`src/rtl/falcon_gauss_pkg.sv`:
```
// Shared constants for the Falcon CDT Gaussian sampler: the gauss_1024_12289
// table, the degree limit, the lane FSM states and the sample-count helper.
package falcon_gauss_pkg;

    localparam int          GAUSS_LEN = 27;
    localparam int unsigned LOGN_MAX  = 10;

    localparam logic [63:0] GAUSS_TAB [0:GAUSS_LEN-1] = '{
        64'd1283868770400643928, 64'd6416574995475331444, 64'd4078260278032692663,
        64'd2353523259288686585, 64'd1227179971273316331, 64'd575931623374121527,
        64'd242543240509105209,  64'd91437049221049666,   64'd30799446349977173,
        64'd9255276791179340,    64'd2478152334826140,    64'd590642893610164,
        64'd125206034929641,     64'd23590435911403,      64'd3948334035941,
        64'd586753615614,        64'd77391054539,         64'd9056793210,
        64'd940121950,           64'd86539696,            64'd7062824,
        64'd510971,              64'd32764,               64'd1862,
        64'd94,                  64'd4,                   64'd0
    };

    typedef enum logic [1:0] {
        ST_IDLE    = 2'd0,
        ST_COLLECT = 2'd1,
        ST_OUT     = 2'd2
    } gauss_state_e;

    // Number of CDT samples summed per request; out-of-range logn means one sample.
    function automatic logic [9:0] gauss_count(input logic [31:0] logn_v);
        logic [9:0] g_v;
        if (logn_v == 32'd0 || logn_v > 32'(LOGN_MAX)) begin
            g_v = 10'd1;
        end else begin
            g_v = 10'd1 << (32'(LOGN_MAX) - logn_v);
        end
        return g_v;
    endfunction

endpackage

```
`src/rtl/mkgauss_lanes_cdt.sv`:
```
// gauss_cdt_sample: combinational Falcon CDT lookup of one word pair to a
// signed sample in -26..26.
module gauss_cdt_sample
    import falcon_gauss_pkg::*;
(
    input  logic [63:0]       r1,
    input  logic [63:0]       r2,
    output logic signed [5:0] v
);

    logic        neg_s;
    logic        f_s;
    logic        t_s;
    logic [63:0] a_s;
    logic [63:0] b_s;
    logic [63:0] diff_s;
    logic [5:0]  mag_s;

    // Constant-time scan: f blocks all later hits once the first threshold is met.
    always_comb begin
        neg_s  = r1[63];
        a_s    = {1'b0, r1[62:0]};
        b_s    = {1'b0, r2[62:0]};
        diff_s = a_s - GAUSS_TAB[0];
        f_s    = diff_s[63];
        t_s    = 1'b0;
        mag_s  = 6'd0;
        for (int k = 1; k < GAUSS_LEN; k++) begin
            diff_s = b_s - GAUSS_TAB[k];
            t_s    = ~diff_s[63];
            mag_s  = mag_s | (6'(k) & {6{t_s & ~f_s}});
            f_s    = f_s | t_s;
        end
        v = signed'((mag_s ^ {6{neg_s}}) + {5'd0, neg_s});
    end

endmodule

```
`src/rtl/mkgauss_lanes.sv`:
```
// mkgauss_lanes: sums 2^(10-logn) CDT samples per request behind ready/valid.
// Optional MKGAUSS_BACKPRESSURE_EN makes the result wait for val_ready.
module mkgauss_lanes
    import falcon_gauss_pkg::*;
#(
    parameter int VAL_W  = 32,
    parameter int LOGN_W = 4
) (
    input  logic                    clk,
    input  logic                    rst,
    input  logic                    r_valid,
    output logic                    r_ready,
    input  logic [63:0]             r1,
    input  logic [63:0]             r2,
    input  logic [LOGN_W-1:0]       logn,
    output logic                    val_valid,
    input  logic                    val_ready,
    output logic signed [VAL_W-1:0] val,
    output logic                    busy
);

    gauss_state_e             state_r;
    logic [9:0]               g_r;
    logic [9:0]               cnt_r;
    logic signed [14:0]       acc_r;
    logic                     val_valid_r;
    logic signed [VAL_W-1:0]  val_r;
    logic                     busy_r;

    logic signed [5:0]        v_s;
    logic signed [14:0]       v_ext_s;
    logic signed [14:0]       acc_next_s;
    logic [9:0]               g_s;
    logic                     beat_s;
    logic                     out_done_s;

    gauss_cdt_sample u_cdt (
        .r1 (r1),
        .r2 (r2),
        .v  (v_s)
    );

    assign r_ready   = !rst && (state_r != ST_OUT);
    assign beat_s    = r_valid && r_ready;
    assign g_s       = gauss_count(32'(logn));
    assign v_ext_s   = 15'(v_s);
    assign val_valid = val_valid_r;
    assign val       = val_r;
    assign busy      = busy_r;

`ifdef MKGAUSS_BACKPRESSURE_EN
    assign out_done_s = val_ready;
`else
    logic unused_val_ready_s;
    assign unused_val_ready_s = val_ready;
    assign out_done_s         = 1'b1;
`endif

    // The first beat of a request starts a fresh sum; later beats add to it.
    always_comb begin
        acc_next_s = acc_r;
        if (state_r == ST_IDLE) begin
            acc_next_s = v_ext_s;
        end else begin
            acc_next_s = acc_r + v_ext_s;
        end
    end

    // Request FSM with counter, accumulator and registered result.
    always_ff @(posedge clk) begin
        if (rst) begin
            state_r     <= ST_IDLE;
            g_r         <= 10'd0;
            cnt_r       <= 10'd0;
            acc_r       <= 15'sd0;
            val_valid_r <= 1'b0;
            val_r       <= '0;
            busy_r      <= 1'b0;
        end else begin
            case (state_r)
                ST_IDLE: begin
                    if (beat_s) begin
                        g_r    <= g_s;
                        cnt_r  <= 10'd1;
                        acc_r  <= acc_next_s;
                        busy_r <= 1'b1;
                        if (g_s == 10'd1) begin
                            state_r     <= ST_OUT;
                            val_valid_r <= 1'b1;
                            val_r       <= VAL_W'(acc_next_s);
                        end else begin
                            state_r <= ST_COLLECT;
                        end
                    end
                end
                ST_COLLECT: begin
                    if (beat_s) begin
                        acc_r <= acc_next_s;
                        cnt_r <= cnt_r + 10'd1;
                        if (cnt_r == g_r - 10'd1) begin
                            state_r     <= ST_OUT;
                            val_valid_r <= 1'b1;
                            val_r       <= VAL_W'(acc_next_s);
                        end
                    end
                end
                ST_OUT: begin
                    if (out_done_s) begin
                        state_r     <= ST_IDLE;
                        val_valid_r <= 1'b0;
                        val_r       <= '0;
                        busy_r      <= 1'b0;
                    end
                end
                default: begin
                    state_r     <= ST_IDLE;
                    val_valid_r <= 1'b0;
                    val_r       <= '0;
                    busy_r      <= 1'b0;
                end
            endcase
        end
    end

endmodule

```
`config.mk`:
```
export PLATFORM = sky130hd
export DESIGN_NAME = mkgauss_lanes
export DESIGN_NICKNAME = d
export VERILOG_FILES = /design/src/rtl/falcon_gauss_pkg.sv /design/src/rtl/mkgauss_lanes_cdt.sv /design/src/rtl/mkgauss_lanes.sv
export SDC_FILE = /design/constraint.sdc
export NUM_CORES = 1
export LEC_CHECK = 0
export BUFFER_PORTS_ARGS = -buffer_cell sky130_fd_sc_hd__buf_2
export CAP_MARGIN = 20
export CELL_PAD_IN_SITES_DETAIL_PLACEMENT = 1
export CELL_PAD_IN_SITES_GLOBAL_PLACEMENT = 2
export CORE_MARGIN = 10
export CORE_UTILIZATION = 30
export CTS_CLUSTER_DIAMETER = 50
export DETAILED_ROUTE_END_ITERATION = 12
export GPL_TIMING_DRIVEN = 0
export HOLD_SLACK_MARGIN = 0.03
export PLACE_DENSITY_LB_ADDON = 0.1
export SETUP_SLACK_MARGIN = 0.02
export SYNTH_ARGS = -nofsm -noshare
export SYNTH_HDL_FRONTEND = slang
export SYNTH_SLANG_ARGS = --single-unit
```
`constraint.sdc`:
```
create_clock -name clk -period 9.8 [get_ports clk]
set_input_delay 1.96 -clock clk [delete_from_list [all_inputs] [get_ports clk]]
set_output_delay 1.96 -clock clk [all_outputs]
set_load 0.1 [all_outputs]
```
### Word-level counts from Yosys, hierarchy flattened

Index checks and enable logic that the tools add are counted.

* $add $sub $neg: 31
* multiply operators: 0
* div/mod/pow operators: 0
* order comparisons: 1
* equality and inequality tests: 8
* shift operators: 1
* multiplexer cells: 22
* bitwise gates (word level): 128
* reduce and logical (&&, ||, !) cells: 14

Operators with widths (number)
* two-way mux 32 bit: 4
* subtractor 63 x 61 -> 64 bit (second input constant): 2
* subtractor 63 x 62 -> 64 bit (second input constant): 2
* OR 6 x 5 -> 6 bit: 11
* case mux 32 bit (2 select lines): 1
* subtractor 63 x 11 -> 64 bit (second input constant): 1
* subtractor 63 x 15 -> 64 bit (second input constant): 1
* subtractor 63 x 19 -> 64 bit (second input constant): 1
* subtractor 63 x 23 -> 64 bit (second input constant): 1
* subtractor 63 x 27 -> 64 bit (second input constant): 1
* subtractor 63 x 3 -> 64 bit (second input constant): 1
* subtractor 63 x 30 -> 64 bit (second input constant): 1
* subtractor 63 x 34 -> 64 bit (second input constant): 1
* subtractor 63 x 37 -> 64 bit (second input constant): 1
* subtractor 63 x 40 -> 64 bit (second input constant): 1
* subtractor 63 x 42 -> 64 bit (second input constant): 1
* subtractor 63 x 45 -> 64 bit (second input constant): 1
* subtractor 63 x 47 -> 64 bit (second input constant): 1
* subtractor 63 x 50 -> 64 bit (second input constant): 1
* subtractor 63 x 52 -> 64 bit (second input constant): 1
* subtractor 63 x 54 -> 64 bit (second input constant): 1
* subtractor 63 x 55 -> 64 bit (second input constant): 1
* subtractor 63 x 57 -> 64 bit (second input constant): 1
* subtractor 63 x 58 -> 64 bit (second input constant): 1
* other kinds (40): 166

* bits in registers: 71
* latch bits: 0
* RAM bits: 0
* ROM bits: 0
* bits of input ports: 136
* output and inout bits: 35
* word-level logic and storage cells: 212
* memories: 0

### Depth between registers and ports, before layout

Gate-level depths: netlist of the first run.

* depth after elaboration: 37
* depth in mapped cells: 30

### Modules after synthesis

A second synthesis of the first run with hierarchy kept.

* cell total of the unflattened synthesis: 1130
* area, all modules: 7800.0 sq um

Modules (own cells, without submodules)
* gauss_cdt_sample: instances 1, cells an instance 713, area an instance 4245.3 sq um, sequential area each 0.0 sq um
* mkgauss_lanes: instances 1, cells an instance 417, area an instance 3554.7 sq um, sequential area each 1081.0 sq um

### Worst setup path after synthesis of the first run

No wires, ideal clock.

* path type: input -> register
* start: input r2[58]
* end: register acc_r[13]
* data arrival time: 7.269 ns
* path slack: 2.404 ns
* stages on the path: 26
* cell sequence: clkbuf_1 -> or4_1 -> or4_4 -> or4_4 -> o221ai_1 -> a41oi_1 -> o221ai_1 -> a21oi_1 -> o31ai_1 -> and3_1 -> ha_1 -> inv_1 -> o31a_1 -> a2bb2oi_1 -> xor2_1 -> inv_1 -> ha_1 -> nor2b_1 -> o21ai_0 -> a21oi_1 -> a41o_1 -> o41ai_1 -> o21ai_0 -> xor2_1 -> a21boi_2 -> o21ai_1

* cells in the longest elaborated chain, start to end: 34
* elaborated cells between the ends (all ways): 154
* those cells by class: 27 x add/sub; 1 x mux; 126 x bitwise

Ends and longest elaborated chain
* start, declared: line mkgauss_lanes.sv:14 `input logic [63:0] r2,`
* subtractor 63 x 63 -> 64 bit: line mkgauss_lanes_cdt.sv:29 `diff_s = b_s - GAUSS_TAB[k];`
* NOT 1 bit: line mkgauss_lanes_cdt.sv:30 `t_s = ~diff_s[63];`
* OR 1 bit: line mkgauss_lanes_cdt.sv:32 `f_s = f_s | t_s;`
* OR 1 bit / NOT 1 bit (equally long branches): line mkgauss_lanes_cdt.sv:32, mkgauss_lanes_cdt.sv:31
* NOT 1 bit (tied with other cells): line mkgauss_lanes_cdt.sv:31 `mag_s = mag_s | (6'(k) & {6{t_s & ~f_s}});`
* bitwise AND 1 bit (tied with other cells): line mkgauss_lanes_cdt.sv:31
* OR 6 x 2 -> 6 bit (tied with other cells): line mkgauss_lanes_cdt.sv:31
* OR 6 x 3 -> 6 bit (tied with other cells) (4 in series): line mkgauss_lanes_cdt.sv:31
* OR 6 x 4 -> 6 bit (tied with other cells) (8 in series): line mkgauss_lanes_cdt.sv:31
* OR 6 x 5 -> 6 bit (tied with other cells) (8 in series): line mkgauss_lanes_cdt.sv:31
* OR 6 x 5 -> 6 bit / bitwise AND 1 bit (equally long branches): line mkgauss_lanes_cdt.sv:31
* OR 6 x 5 -> 6 bit: line mkgauss_lanes_cdt.sv:31
* OR 6 x 5 -> 6 bit *: line mkgauss_lanes_cdt.sv:31
* XOR 6 bit *: line mkgauss_lanes_cdt.sv:34 `v = signed'((mag_s ^ {6{neg_s}}) + {5'd0, neg_s});`
* adder 6 x 1 -> 6 bit *: line mkgauss_lanes_cdt.sv:34
* adder 15 x 6 -> 15 bit: line mkgauss_lanes.sv:65 `acc_next_s = acc_r + v_ext_s;`
* two-way mux 15 bit *: line mkgauss_lanes.sv:62 `if (state_r == ST_IDLE) begin`
* end signal, assigned: line mkgauss_lanes.sv:85 `acc_r <= acc_next_s;`
* end signal, assigned: line mkgauss_lanes.sv:98 `acc_r <= acc_next_s;`
* end, declared: line mkgauss_lanes.sv:25 `logic signed [14:0] acc_r;`

Every way passes the cells marked *; elsewhere a longest branch is shown, timed or not.
A chain may end at the register's enable or synchronous reset.

### Final worst setup path of the first run

* start: input r2[48]
* end: register acc_r[13]

Same word-level chain as after synthesis.

==> results summary, run 1 <==
The flow ran to the end, and the final reports show no timing, DRC or antenna violations. The overall overflow remaining after global route is 0. Detailed placement finished with a half-perimeter wire length of 26300 µm. The number of pins exceeding their max-slew limit in the final report was 0. The number of gates resized after CTS was 0. Yosys attributes the largest share of cell area to sky130_fd_sc_hd__dfxtp_1 (15%), sky130_fd_sc_hd__nand2_1 (5.2%), sky130_fd_sc_hd__nor2_1 (4.7%). The worst-case hold slack came out at 447 ps. The length of the first detailed-routing pass in iterations is 5. The post-synthesis async set-or-reset flop share is 0.

The total of max-cap violations is 0. The final design instance area without fill came out at 8500 µm². The routed layout has 8915 vias.

The die outline area is 30600 µm². The post-synthesis compound-gate area fraction was 0.326. After layout, the worst setup slack is 1570 ps.

The cell at the root of the clock tree is sky130_fd_sc_hd__clkbuf_16. Port buffering added 143 buffers. Entering global routing, the biggest net connects 20 pins.

The worst hold path passes through 2 cells. The slew at the pin closest to its max-slew limit came out at 1090 ps. The capturing element type of the critical path is a register. The vertical die dimension is 175 µm. Of the post-synthesis cell area, the dominant cell type holds 0.150. Synthesis produced a netlist with a net count of 1218. For this design the static power due to leakage is 3.16 nW. The sequential share of the synthesized area came out at 0.150.

The final-report setup violation count is 0. The post-synthesis area per instance came out at 6.78 µm². The clock tree buffer depth is 2. The global routing usage summed across all routing layers is 0.202. For this design the top-level I/O count stands at 171. Of the total synthesized cell area, the portion taken by AND, OR, NAND and NOR gates is 0.356.

The core region is 23500 µm². Buffers added to address setup during post-CTS repair amount to 0. The biggest area consumer among synthesized cells is sky130_fd_sc_hd__dfxtp_1. In this design, the stage delay of the slowest critical-path cell is 870 ps. The number of buffers inserted for hold repair after clock tree synthesis came out at 0. At the end of the flow the core is filled with cells to 0.361. The final instance count without filler cells is 1535. Row generation in the floorplan step produced 56 rows. Of the total synthesized cell area, the portion taken by XOR and XNOR cells is 0.0497. The kind of cell with the highest combined delay along the critical path is compound AO/OA/AOI/OAI gates. The distinct cell type count after synthesis is 79. The worst register-to-register path ends at val[4]$_SDFFE_PP0P_. The overall die width came out at 175 µm. In this run the tightest slew margin relative to its limit is 0.264. The slowest stage of the critical path is the sky130_fd_sc_hd__nor4_1 cell. The met1 layer usage reported by global route is 0.284. In the global route stage, met2 resource usage came out at 0.320. Yosys mapped a number of flops with a built-in enable equal to 0. After clock tree synthesis, the clock-pin slew on the worst setup and hold paths is 80 ps.

For this run, the top clock speed supported by timing is 122 MHz. Wires add up to 32300 µm. The count of cells along the worst register-to-register path is 11. Before CTS, the worst setup slack after placement is 1090 ps. After synthesis, the largest family of logic cells by area is simple AND/OR/NAND/NOR gates. In this run the cell area of the synthesized design comes to 7200 µm². The path with the worst hold slack has its endpoint at val[13]$_SDFFE_PP0P_.

The final layout net count is 1372. The most common flop cell mapped by yosys is sky130_fd_sc_hd__dfxtp_1. The critical path buffer and inverter count is 3. The data arrival at the endpoint of the critical path is 8410 ps. The category of the critical setup timing path is in -> reg. The count of inserted antenna diode cells is 0.

The number of CTS-inserted buffers came out at 5. The biggest fanout along the worst timing path is 10. The routability-driven placement congestion ratio came out at 0.937.

The total chip power is 0.841 mW. Yosys printed 0 warnings. In this run, placement finished with an instance count of 1525. In this design, the critical path's most frequently occurring cell is sky130_fd_sc_hd__o21ai_1. The TritonCTS sink count is 54. The area added between synthesis and finish came out at 18.1%.

The tightest min-delay check is of the reg -> reg type. The via count of the first global-routing pass came to 9240. The number of levels in the clock H-tree is 2.

After the first detailed-routing iteration, the DRC count stood at 633. The final count of hold timing violations is 0. The time the worst path needs with I/O delays and setup is 8230 ps. The fraction of layout cells with a size suffix above 1 is 0.169. For met3 alone, demand over resource in global routing was 0.0373. The final worst-path cycle share is 0.840. The cell count after synthesis came out at 1061. Power spread over the standard cell area amounts to 99.0 nW/µm². The detail-routed net length per standard cell came out at 21.0 µm.

The worst-case clock skew came out at 7.64 ps. The first global-routing pass estimated 51400 µm of wire. The worst setup path is launched from an input port. The worst-skew pair later-pin latency is 300 ps.

The post-place instance area came out at 8340 µm². The minimum setup slack among reg-to-reg paths came out at 6630 ps. The global routing stage identified its most utilized layer as met2. The number of antenna violations at the first check in global routing came to 0.

The area share of fa/ha/maj cells after synthesis came out at 0.0376. The effective utilization at floorplan came out at 0.306. Setup repair after global routing left no endpoint under its margin.

The worst hold path startpoint is val[13]$_SDFFE_PP0P_. Synthesis inferred 54 register bits. For the worst setup path, the data required time is 9980 ps. By count the netlist is led by sky130_fd_sc_hd__nand2_1 (99), sky130_fd_sc_hd__nor2_1 (90), sky130_fd_sc_hd__clkbuf_1 (81), sky130_fd_sc_hd__o21ai_0 (66), sky130_fd_sc_hd__a21oi_1 (56).

The detailed-route DRC error count is 0. Across the VDD grid, the largest voltage drop is 0.0000658 V. The summed negative setup slack over all endpoints is 0 ps. After detailed routing, the number of vias per cell comes to 5.81. Of the post-synthesis cell area, the part taken by muxes is 0.00417. The CTS tree is yes. The most numerous cell in the Yosys netlist is sky130_fd_sc_hd__nand2_1. The number of nets with antenna violations after routing came out at 0. The worst register-to-register path begins at g_r[2]$_SDFFE_PP0P_.
## per-layer routing
layer,routed length [µm],part of all wire
met5,0,0
met4,294,0.0091
met3,2180,0.068
met2,14100,0.44
met1,15600,0.48
## worst max-delay path by stage
stage                             endpoint  slack (ps)    from  cells past startpoint
global route        acc_r[13]$_SDFFE_PP0P_        1040  r2[48]                     26
finish              acc_r[13]$_SDFFE_PP0P_        1570  r2[48]                     26
CTS                 acc_r[13]$_SDFFE_PP0P_        1400   r2[4]                     28
global placement    acc_r[13]$_SDFFE_PP0P_         640  r2[21]                     25
floorplan           acc_r[13]$_SDFFE_PP0P_        2400  r2[58]                     26
detailed placement  acc_r[13]$_SDFFE_PP0P_        1090   r2[4]                     28
## worst min-delay path, stage by stage (launching register included)
cell	delay [ps]
sky130_fd_sc_hd__dfxtp_1	310
sky130_fd_sc_hd__nand2_1	50
sky130_fd_sc_hd__o21ai_1	50
## sequential cells by signal, summed over array words and instances (netlist names)
signal / flops
val_valid: 1
val: 15
busy: 1
g_r: 10
cnt_r: 10
state_r: 2
acc_r: 15
## power by group
part	leakage (nW)	internal, mW	switching (mW)
combinational	2.65	0.127	0.277
clock	0.0759	0.0979	0.0934
sequential	0.440	0.234	0.0111
total	3.16	0.460	0.382
## kinds of logic after synthesis
| family | Yosys count |
|---|---|
| buf+inv | 130 |
| flops | 54 |
| mux | 3 |
| simple gates | 473 |
| fa+ha+maj | 21 |
| xor+xnor | 40 |
| compound gates | 340 |
## placed cells by master (no fill, tap or decap), types with 11 or more instances in the layout
master / instances
sky130_fd_sc_hd__inv_1: 30
sky130_fd_sc_hd__nand2b_1: 14
sky130_fd_sc_hd__and2_1: 12
sky130_fd_sc_hd__xor2_1: 16
sky130_fd_sc_hd__nand3b_1: 17
sky130_fd_sc_hd__nor3_1: 52
sky130_fd_sc_hd__nor3b_1: 15
sky130_fd_sc_hd__or4_1: 12
sky130_fd_sc_hd__dfxtp_1: 54
sky130_fd_sc_hd__nor2b_1: 17
sky130_fd_sc_hd__clkbuf_1: 81
sky130_fd_sc_hd__nand4b_1: 11
sky130_fd_sc_hd__o21a_1: 11
sky130_fd_sc_hd__nand4_1: 23
sky130_fd_sc_hd__buf_2: 145
sky130_fd_sc_hd__o21ai_1: 22
sky130_fd_sc_hd__nor2_1: 90
sky130_fd_sc_hd__ha_1: 20
sky130_fd_sc_hd__xnor2_1: 23
sky130_fd_sc_hd__a21o_1: 14
sky130_fd_sc_hd__a211oi_1: 12
sky130_fd_sc_hd__o21ai_0: 66
sky130_fd_sc_hd__nand2_1: 99
sky130_fd_sc_hd__buf_4: 18
sky130_fd_sc_hd__nand3_1: 36
sky130_fd_sc_hd__o211ai_1: 13
sky130_fd_sc_hd__a31oi_1: 24
sky130_fd_sc_hd__a21oi_1: 56
sky130_fd_sc_hd__nor4_1: 27
## area by class of cell
class | count | area [µm²]
fill | 3092 | 15000
multi-input combinational | 877 | 5570
clock inverter | 3 | 28.8
tap | 319 | 399
inverter | 30 | 113
clock buffer | 5 | 125
timing repair buffer | 147 | 743
buffer | 100 | 440
sequential | 54 | 1080
No activity file was read; power rests on OpenSTA's default activity.
==> inputs of run 2 (changes only) <==
CORE_UTILIZATION = 27   (was 30)
clock period = 6.7 ns   (was 9.8 ns; I/O delays follow)
==> run 2 against run 1 <==
Compared with the run above:
- the flow now finishes with violations (negative setup slack)
- sequential power rose by 47%
- utilization fell by 0.94 points
- first-iteration DRC count fell by 8.5%
- sequential cell count did not move
- sequential share of layout area down 0.96 points
- routed wire length increased by 4.4%
- design area grew 8.1%
- hold slack better by 2.5 ps
- critical path depth fell by 2
- setup slack got worse by 1600 ps
==> results summary, run 2 (synthesized netlist as in run 1, its figures left out) <==
The time the worst path needs with I/O delays and setup came out at 6720 ps. Leaving out fill and tap cells, the most frequent cell in the layout is sky130_fd_sc_hd__buf_2. IR analysis of the VDD net gives a maximum drop of 0.000103 V. The sequential group share of total power is 0.274. TritonCTS built the clock tree. The top cell types in the final layout, fill and taps aside, are sky130_fd_sc_hd__buf_2 (141), sky130_fd_sc_hd__nand2_1 (98), sky130_fd_sc_hd__nor2_1 (88). At the end of the flow the core is filled with cells to 0.352. The final-report setup violation count is 1. Clock-pin slew was measured on the worst setup and hold paths at 80 ps. The detailed router placed 9058 vias in this run. The overall overflow remaining after global route is 0. Clock tree synthesis selected as its root buffer the cell sky130_fd_sc_hd__clkbuf_16. The internal power came out at 0.728 mW. Entering global routing, the biggest net connects 20 pins.

The required time reported for the critical path endpoint came out at 6900 ps. In this run, the number of DRC markers left after iteration 0 of detailed routing was 579. The worst hold path belongs to the class reg -> reg. The detailed-route DRC error count came out at 0. The worst-case hold slack came out at 449 ps. Relative to the synthesized area, the layout overhead comes to 27.7%.

The TritonCTS sink count is 54. Overall power consumption after layout is estimated at 1.32 mW. STA classifies the critical path endpoint as a register.

The clock tree buffer depth is 2. The number of levels in the clock H-tree came out at 2. The effective utilization at floorplan came out at 0.275. The routability-driven placement congestion ratio is 0.882. The share of total power dissipated in the clock network is 0.211.

The count of inserted antenna diode cells came out at 0. The normalized max-slew margin came out at 0.333. The length of the first detailed-routing pass in iterations is 5. The total of max-cap violations came out at 0. Static timing analysis puts the maximum clock frequency at 149 MHz. The run finished, with violations left. The detail-routed net length per standard cell is 21.3 µm. Before CTS, the worst setup slack after placement is -1030 ps.

The sort of element at the start of the critical path is an input port. The portion of total power attributed to combinational logic is 0.515. The number of CTS-inserted buffers came out at 5. The count of pins on the block boundary is 171. The vertical die dimension came out at 183 µm. The data arrival at the endpoint of the critical path is 6920 ps. The setup path with the least slack is of type in -> reg.

The leakage power figure is 3.41 nW. The power per cell area came out at 144 nW/µm². The wire length of the first global-routing pass came out at 52500 µm.

The number of antenna violations at the first check in global routing is 0. The worst-case clock skew is 14.6 ps. The core region is 26100 µm².

From left edge to right edge, the die measures 183 µm. The number of pins exceeding their max-slew limit in the final report is 0. The final reports fail on negative setup slack. The final count of hold timing violations was 0. The final worst-path cycle share came out at 1.00. The net switching share of the total power is 0.450. The final setup slack of the worst path came out at -17.5 ps. The slew at the pin closest to its max-slew limit is 994 ps. The number of port buffers is 143. The die covers 33600 µm². In the routed layout, each cell is associated on average with a via count of 5.74. Along the worst path, the maximum fanout reaches 8. The number of buffers inserted for hold repair after clock tree synthesis came out at 0. The number of rows created at floorplan is 59. The total wire length came out at 33700 µm. The detailed-placement wirelength estimate is 26900 µm. The via count of the first global-routing pass is 9361.

Of the cells placed in the final design, the portion with a size suffix greater than 1 is 0.239. The global routing usage summed across all routing layers is 0.191. Setup repair after global routing could not meet its margin everywhere.

Once detail routing completed, the nets flagged for antenna violations numbered 0. The final layout net count is 1400. The worst-skew pair later-pin latency came out at 310 ps. Summed over all nets, the switching power comes to 0.595 mW.
## run 2: changes by cell type in the layout (fill, tap and decap cells not counted), moves of 4 or more
cell and delta:
sky130_fd_sc_hd__ha_4 +7, sky130_fd_sc_hd__a21oi_1 -5, sky130_fd_sc_hd__buf_4 +31, sky130_fd_sc_hd__ha_1 -7
sky130_fd_sc_hd__xnor2_2 +5, sky130_fd_sc_hd__o21ai_0 -4, sky130_fd_sc_hd__xnor2_1 -7, sky130_fd_sc_hd__clkbuf_1 -13
sky130_fd_sc_hd__buf_2 -4, sky130_fd_sc_hd__a21oi_2 +4, sky130_fd_sc_hd__clkbuf_2 +10
## run 2: worst max-delay path: stages
cell	delay, ps
sky130_fd_sc_hd__clkbuf_1	160
sky130_fd_sc_hd__or4_1	680
sky130_fd_sc_hd__nor4_2	580
sky130_fd_sc_hd__nand4_1	230
sky130_fd_sc_hd__o21ai_0	410
sky130_fd_sc_hd__o21ai_0	270
sky130_fd_sc_hd__nand2_1	150
sky130_fd_sc_hd__o22ai_1	110
sky130_fd_sc_hd__nor2_1	200
sky130_fd_sc_hd__xnor2_2	110
sky130_fd_sc_hd__ha_4	220
sky130_fd_sc_hd__xnor2_4	140
sky130_fd_sc_hd__xnor2_2	220
sky130_fd_sc_hd__ha_4	250
sky130_fd_sc_hd__nor2b_4	120
sky130_fd_sc_hd__o21a_1	200
sky130_fd_sc_hd__o21a_1	200
sky130_fd_sc_hd__o211ai_1	220
sky130_fd_sc_hd__a21o_1	210
sky130_fd_sc_hd__a31oi_4	120
sky130_fd_sc_hd__a31oi_4	170
sky130_fd_sc_hd__mux2i_2	270
sky130_fd_sc_hd__xnor2_2	100
sky130_fd_sc_hd__a22o_1	200
## run 2: what timing repair did
action | CTS | global route
setup buffers | 23 | 13
endpoints found under the hold margin | 0 | 0
pin swaps | 26 | 40
setup endpoints to repair | 16 | 14
cloned | 0 | 0
gates resized for setup | 50 | 63
## run 2: area by class of cell
cell class	instances	area [µm²]
clock buffers	5	125
clock inverters	3	26.3
inverters	30	113
flip-flops and latches	54	1080
plain buffers	99	458
well taps	335	419
repair buffers	176	991
multi-input cells	877	5980
fillers	3369	16900
## run 2: power groups by stage
stage / clock network (mW) / logic [mW] / registers [mW]
after global routing: 0.299 / 0.740 / 0.366
after CTS: 0.284 / 0.632 / 0.361
after floorplan: 0 / 0.369 / 0.415
final: 0.279 / 0.682 / 0.362
after global placement: 0 / 0.589 / 0.367
after detailed placement: 0 / 0.593 / 0.368
## run 2: per-layer routing
| layer | share of wire | vias up | track usage |
|---|---|---|---|
| li1 | - | 4372 | - |
| met1 | 0.48 | 4349 | 0.265 |
| met2 | 0.43 | 313 | 0.299 |
| met3 | 0.077 | 24 | 0.0441 |
| met4 | 0.0089 | 0 | 0.0266 |
| met5 | 0 | - | 0 |
## run 2: final timing paths
| check | slack (ps) | cells past startpoint | start | end |
|---|---|---|---|---|
| setup / recovery | -20 | 24 | r2[42] | val[30]$_SDFFE_PP0P_ |
| hold / removal | 450 | 2 | val[10]$_SDFFE_PP0P_ | val[10]$_SDFFE_PP0P_ |
| setup reg to reg | 3280 | 11 | g_r[2]$_SDFFE_PP0P_ | val[13]$_SDFFE_PP0P_ |
| hold reg to reg | 450 | 2 | val[10]$_SDFFE_PP0P_ | val[10]$_SDFFE_PP0P_ |
## run 2: per-stage QoR
stage | TNS [ps] | instance area [µm²] | cells
floorplan | 0 | 7210 | 1061
CTS | -240 | 8900 | 1572
detailed placement | -11180 | 8370 | 1542
global route | -1350 | 9190 | 1579
finish | -17.5 | 9190 | 1579
global placement | -22950 | 8340 | 1539
==> inputs of run 3 (changes only) <==
CORE_UTILIZATION = 28   (was 27)
PLACE_DENSITY = 0.89   (was default)
PLACE_DENSITY_LB_ADDON = default   (was 0.1)
SYNTH_HIERARCHICAL = 1   (was default)
==> run 3 against run 2 <==
Compared with the run above:
- the flow now finishes without violations
- total power increased by 0.58%
- combinational power rose by 3%
- via count rose by 8.6%
- setup slack better by 280 ps
- critical path type unchanged
- cell count rose by 5.7%
- clock power is 5% lower
- non-clock buffer count shrank 14
==> results summary, run 3 <==
The data arrival at the endpoint of the critical path came out at 6650 ps. The slew at the pin closest to its max-slew limit came out at 1120 ps. The final design instance area without fill came out at 9370 µm². The first TritonRoute pass finished after 5 iterations. Dividing the detail-routed wire length by the instance count gives 20.7 µm. The min-delay analysis places its worst path in the category reg -> reg. The synthesized design contains 54 register bits.

Yosys attributes the largest share of cell area to sky130_fd_sc_hd__dfxtp_1 (14%), sky130_fd_sc_hd__o21ai_0 (5.1%), sky130_fd_sc_hd__nand2_1 (4.9%). In this run the worst path has a maximum fanout of 10. Across the run, the number of max-cap violations was 0. The sequential share of the synthesized area is 0.139. The count of inserted antenna diode cells came out at 0. Of the cells placed in the final design, the portion with a size suffix greater than 1 is 0.198. In the finished design, the share of the clock period the worst path needs comes to 0.962. Leaving out fill and tap cells, the most frequent cell in the layout is sky130_fd_sc_hd__buf_2. Sorting the synthesized cells by how often they occur yields sky130_fd_sc_hd__nand2_1 (102), sky130_fd_sc_hd__clkbuf_1 (83), sky130_fd_sc_hd__o21ai_0 (80), sky130_fd_sc_hd__nor2_1 (77), sky130_fd_sc_hd__a21oi_1 (68).

sky130_fd_sc_hd__dfxtp_1 takes more of the synthesized area than any other cell. The effective utilization at floorplan is 0.282. The number of instances in the synthesized netlist came out at 1130. The via count of the first global-routing pass came out at 9722. In the synthesized netlist the async set-or-reset flop fraction comes to 0. In this run the critical register-to-register path is launched from g_r[0]$_SDFFE_PP0P_.

The TritonCTS sink count is 54. Across every metal layer, demand over resource in global routing totals 0.184. The library cell contributing the largest single delay on the critical path is sky130_fd_sc_hd__nor4_1. Walking the worst path, the cells encountered are clkbuf_1, clkbuf_1, nand2_1, nor4_1, nand3_1, a211oi_1, o21ai_0, or3_2, o211ai_1, nor2_2, xnor2_1, ha_2, nor2_1, a221oi_1, nand3_2, ha_2, o21ai_1, o21ai_2, nand3_2, mux2i_1, nand4b_1, a211oi_2. The number of levels in the clock H-tree is 2. The worst path in the final design needs a cycle of 6440 ps, including I/O delays and setup. The violation count after the first detailed-routing iteration came out at 910.

STA classifies the critical path startpoint as an input port. For this run, the top clock speed supported by timing is 155 MHz. Entering global routing, the biggest net connects 20 pins. Tracing the worst setup path back leads to its startpoint at r2[12]. The largest single stage delay on the critical path is 450 ps.

The run finished with clean final reports. In the layout the commonest cells are sky130_fd_sc_hd__buf_2 (144), sky130_fd_sc_hd__nand2_1 (102), sky130_fd_sc_hd__clkbuf_1 (81). The number of antenna violations at the first check in global routing is 0. Synthesis produced a netlist with a net count of 1287.

The worst-case clock skew is 9.15 ps. The global routing stage identified its most utilized layer as met2. In this run the static leakage power is 3.50 nW. The final setup slack of the worst path is 258 ps.

The total area inside the core boundary comes to 27600 µm². By instance count, the leading cell after synthesis is sky130_fd_sc_hd__nand2_1. The minimum setup slack among reg-to-reg paths is 3910 ps. The power per cell area is 142 nW/µm².

For this run, global-route usage on met1 was measured as 0.251. The post-synthesis area per instance is 6.90 µm². Once detailed placement completed, the half-perimeter wirelength came to 27900 µm. In this run, CTS created clock tree buffers numbering 5. The distinct cell type count after synthesis came out at 100. Pin placement for this block handled 171 I/O pins. The CTS tree is yes. The number of nets with antenna violations after routing is 0. The clock transition time at the flip-flop clock pins of the worst setup and hold paths came out at 60 ps. The worst hold path begins at val[12]$_SDFFE_PP0P_. The routability-driven placement congestion ratio is 0.950. The met2 demand-to-capacity share in global routing is 0.302. The most common flop cell mapped by yosys is sky130_fd_sc_hd__dfxtp_1.

The area added between synthesis and finish is 20.1%. The via total after detailed routing came out at 9835. For the worst-skew pair, the clock arrives at the later sink with an insertion delay of 290 ps. After detailed routing, the number of remaining DRC violations is 0.

The total number of yosys warnings came out at 6. The critical path is of the in -> reg type. After detailed routing, the total wire length is 34500 µm. The number of pins exceeding their max-slew limit in the final report is 0. The final-report setup violation count came out at 0. The tree is rooted in a sky130_fd_sc_hd__clkbuf_16.

The met3 track demand over resource in global routing came out at 0.0240. The area share of the largest cell type after synthesis came out at 0.139. Measured against its own limit, the worst slew margin works out to 0.236.

The post-place instance area is 8990 µm². The number of port buffers came out at 142. Summed over all layers, the global routing overflow is 0. The number of hold buffers added after CTS was 0.

The required time reported for the critical path endpoint is 6910 ps. Dividing the detail-routed via count by the number of cells gives 5.89. The vertical die dimension is 187 µm. The synthesized area came out at 7800 µm². The number of rows created at floorplan came out at 61.

The final layout net count came out at 1447. The pre-CTS setup slack came out at -1030 ps. The clock tree buffer depth is 2. The die outline area came out at 34900 µm². Yosys mapped a number of flops with a built-in enable equal to 0. The overall die width came out at 187 µm.

The first global-routing pass estimated 54200 µm of wire. The final count of hold timing violations came out at 0. Across the VDD grid, the largest voltage drop is 0.0000937 V.

STA classifies the critical path endpoint as a register.
## run 3: per-stage QoR
step | hold slack [ps] | TNS (ps) | utilization | total power, mW | instances
4_1_cts | 486 | 0 | 0.333 | 1.31 | 1661
6_report | 485 | 0 | 0.339 | 1.33 | 1669
3_5_place_dp | 475 | -8870 | 0.325 | 1.04 | 1650
3_3_place_gp | 464 | -13700 | 0.325 | 1.02 | 1650
2_1_floorplan | 454 | 0 | - | 0.845 | 1130
5_1_grt | 512 | -7.01 | 0.339 | 1.41 | 1669
## run 3: cell families (layout without fill, tap and decap cells)
family | after synthesis | in the layout | share of synthesized area
muxes | 13 | 13 | 0.0167
AOI/OAI and AO/OA | 364 | 364 | 0.325
buffers and inverters | 133 | 294 | 0.0741
adders and majority gates | 21 | 21 | 0.0346
and+or+nand+nor | 516 | 516 | 0.378
DFF | 54 | 54 | 0.139
xor gates and xnor gates | 29 | 29 | 0.0326
## run 3: worst max-delay path: cells and delay by family
kind	cells	cell delay, ps
adders and majority gates	2	630
xor gates and xnor gates	1	180
and+or+nand+nor	9	1910
buffers and inverters	2	670
AOI/OAI and AO/OA	7	1700
muxes	1	200
## run 3: metal layers
layer / share of wire / vias to the layer above / routed length [µm]
li1: - / 4666 / -
met1: 0.47 / 4742 / 16100
met2: 0.46 / 390 / 15900
met3: 0.057 / 37 / 1950
met4: 0.015 / 0 / 524
met5: 0 / - / 0
## run 3: final timing paths
kind         depth (start not counted)                   end
min reg2reg                          2  val[12]$_SDFFE_PP0P_
max reg2reg                          8   val[9]$_SDFFE_PP0P_
max                                 22  val[30]$_SDFFE_PP0P_
min                                  2  val[12]$_SDFFE_PP0P_
## run 3: report_power, final
part	total (mW)	switching, mW	internal, mW	leakage [nW]
clock	0.264	0.116	0.149	0.0739
sequential	0.366	0.0204	0.346	0.440
combinational	0.700	0.477	0.223	2.99
total	1.33	0.613	0.718	3.50
## run 3: cell type report
| class | instances | area, µm² |
|---|---|---|
| Sequential cell | 54 | 1080 |
| Clock inverter | 1 | 5.00 |
| Clock buffer | 7 | 143 |
| Inverter | 25 | 95.1 |
| Buffer | 108 | 487 |
| Fill cell | 3515 | 18300 |
| Multi-Input combinational cell | 943 | 6290 |
| Timing Repair Buffer | 153 | 793 |
| Tap cell | 378 | 473 |
## run 3: repair_timing
action	CTS	global route
setup buffers	3	7
gates resized for setup	9	33
pin swaps	3	8
endpoints found under the setup margin	14	20
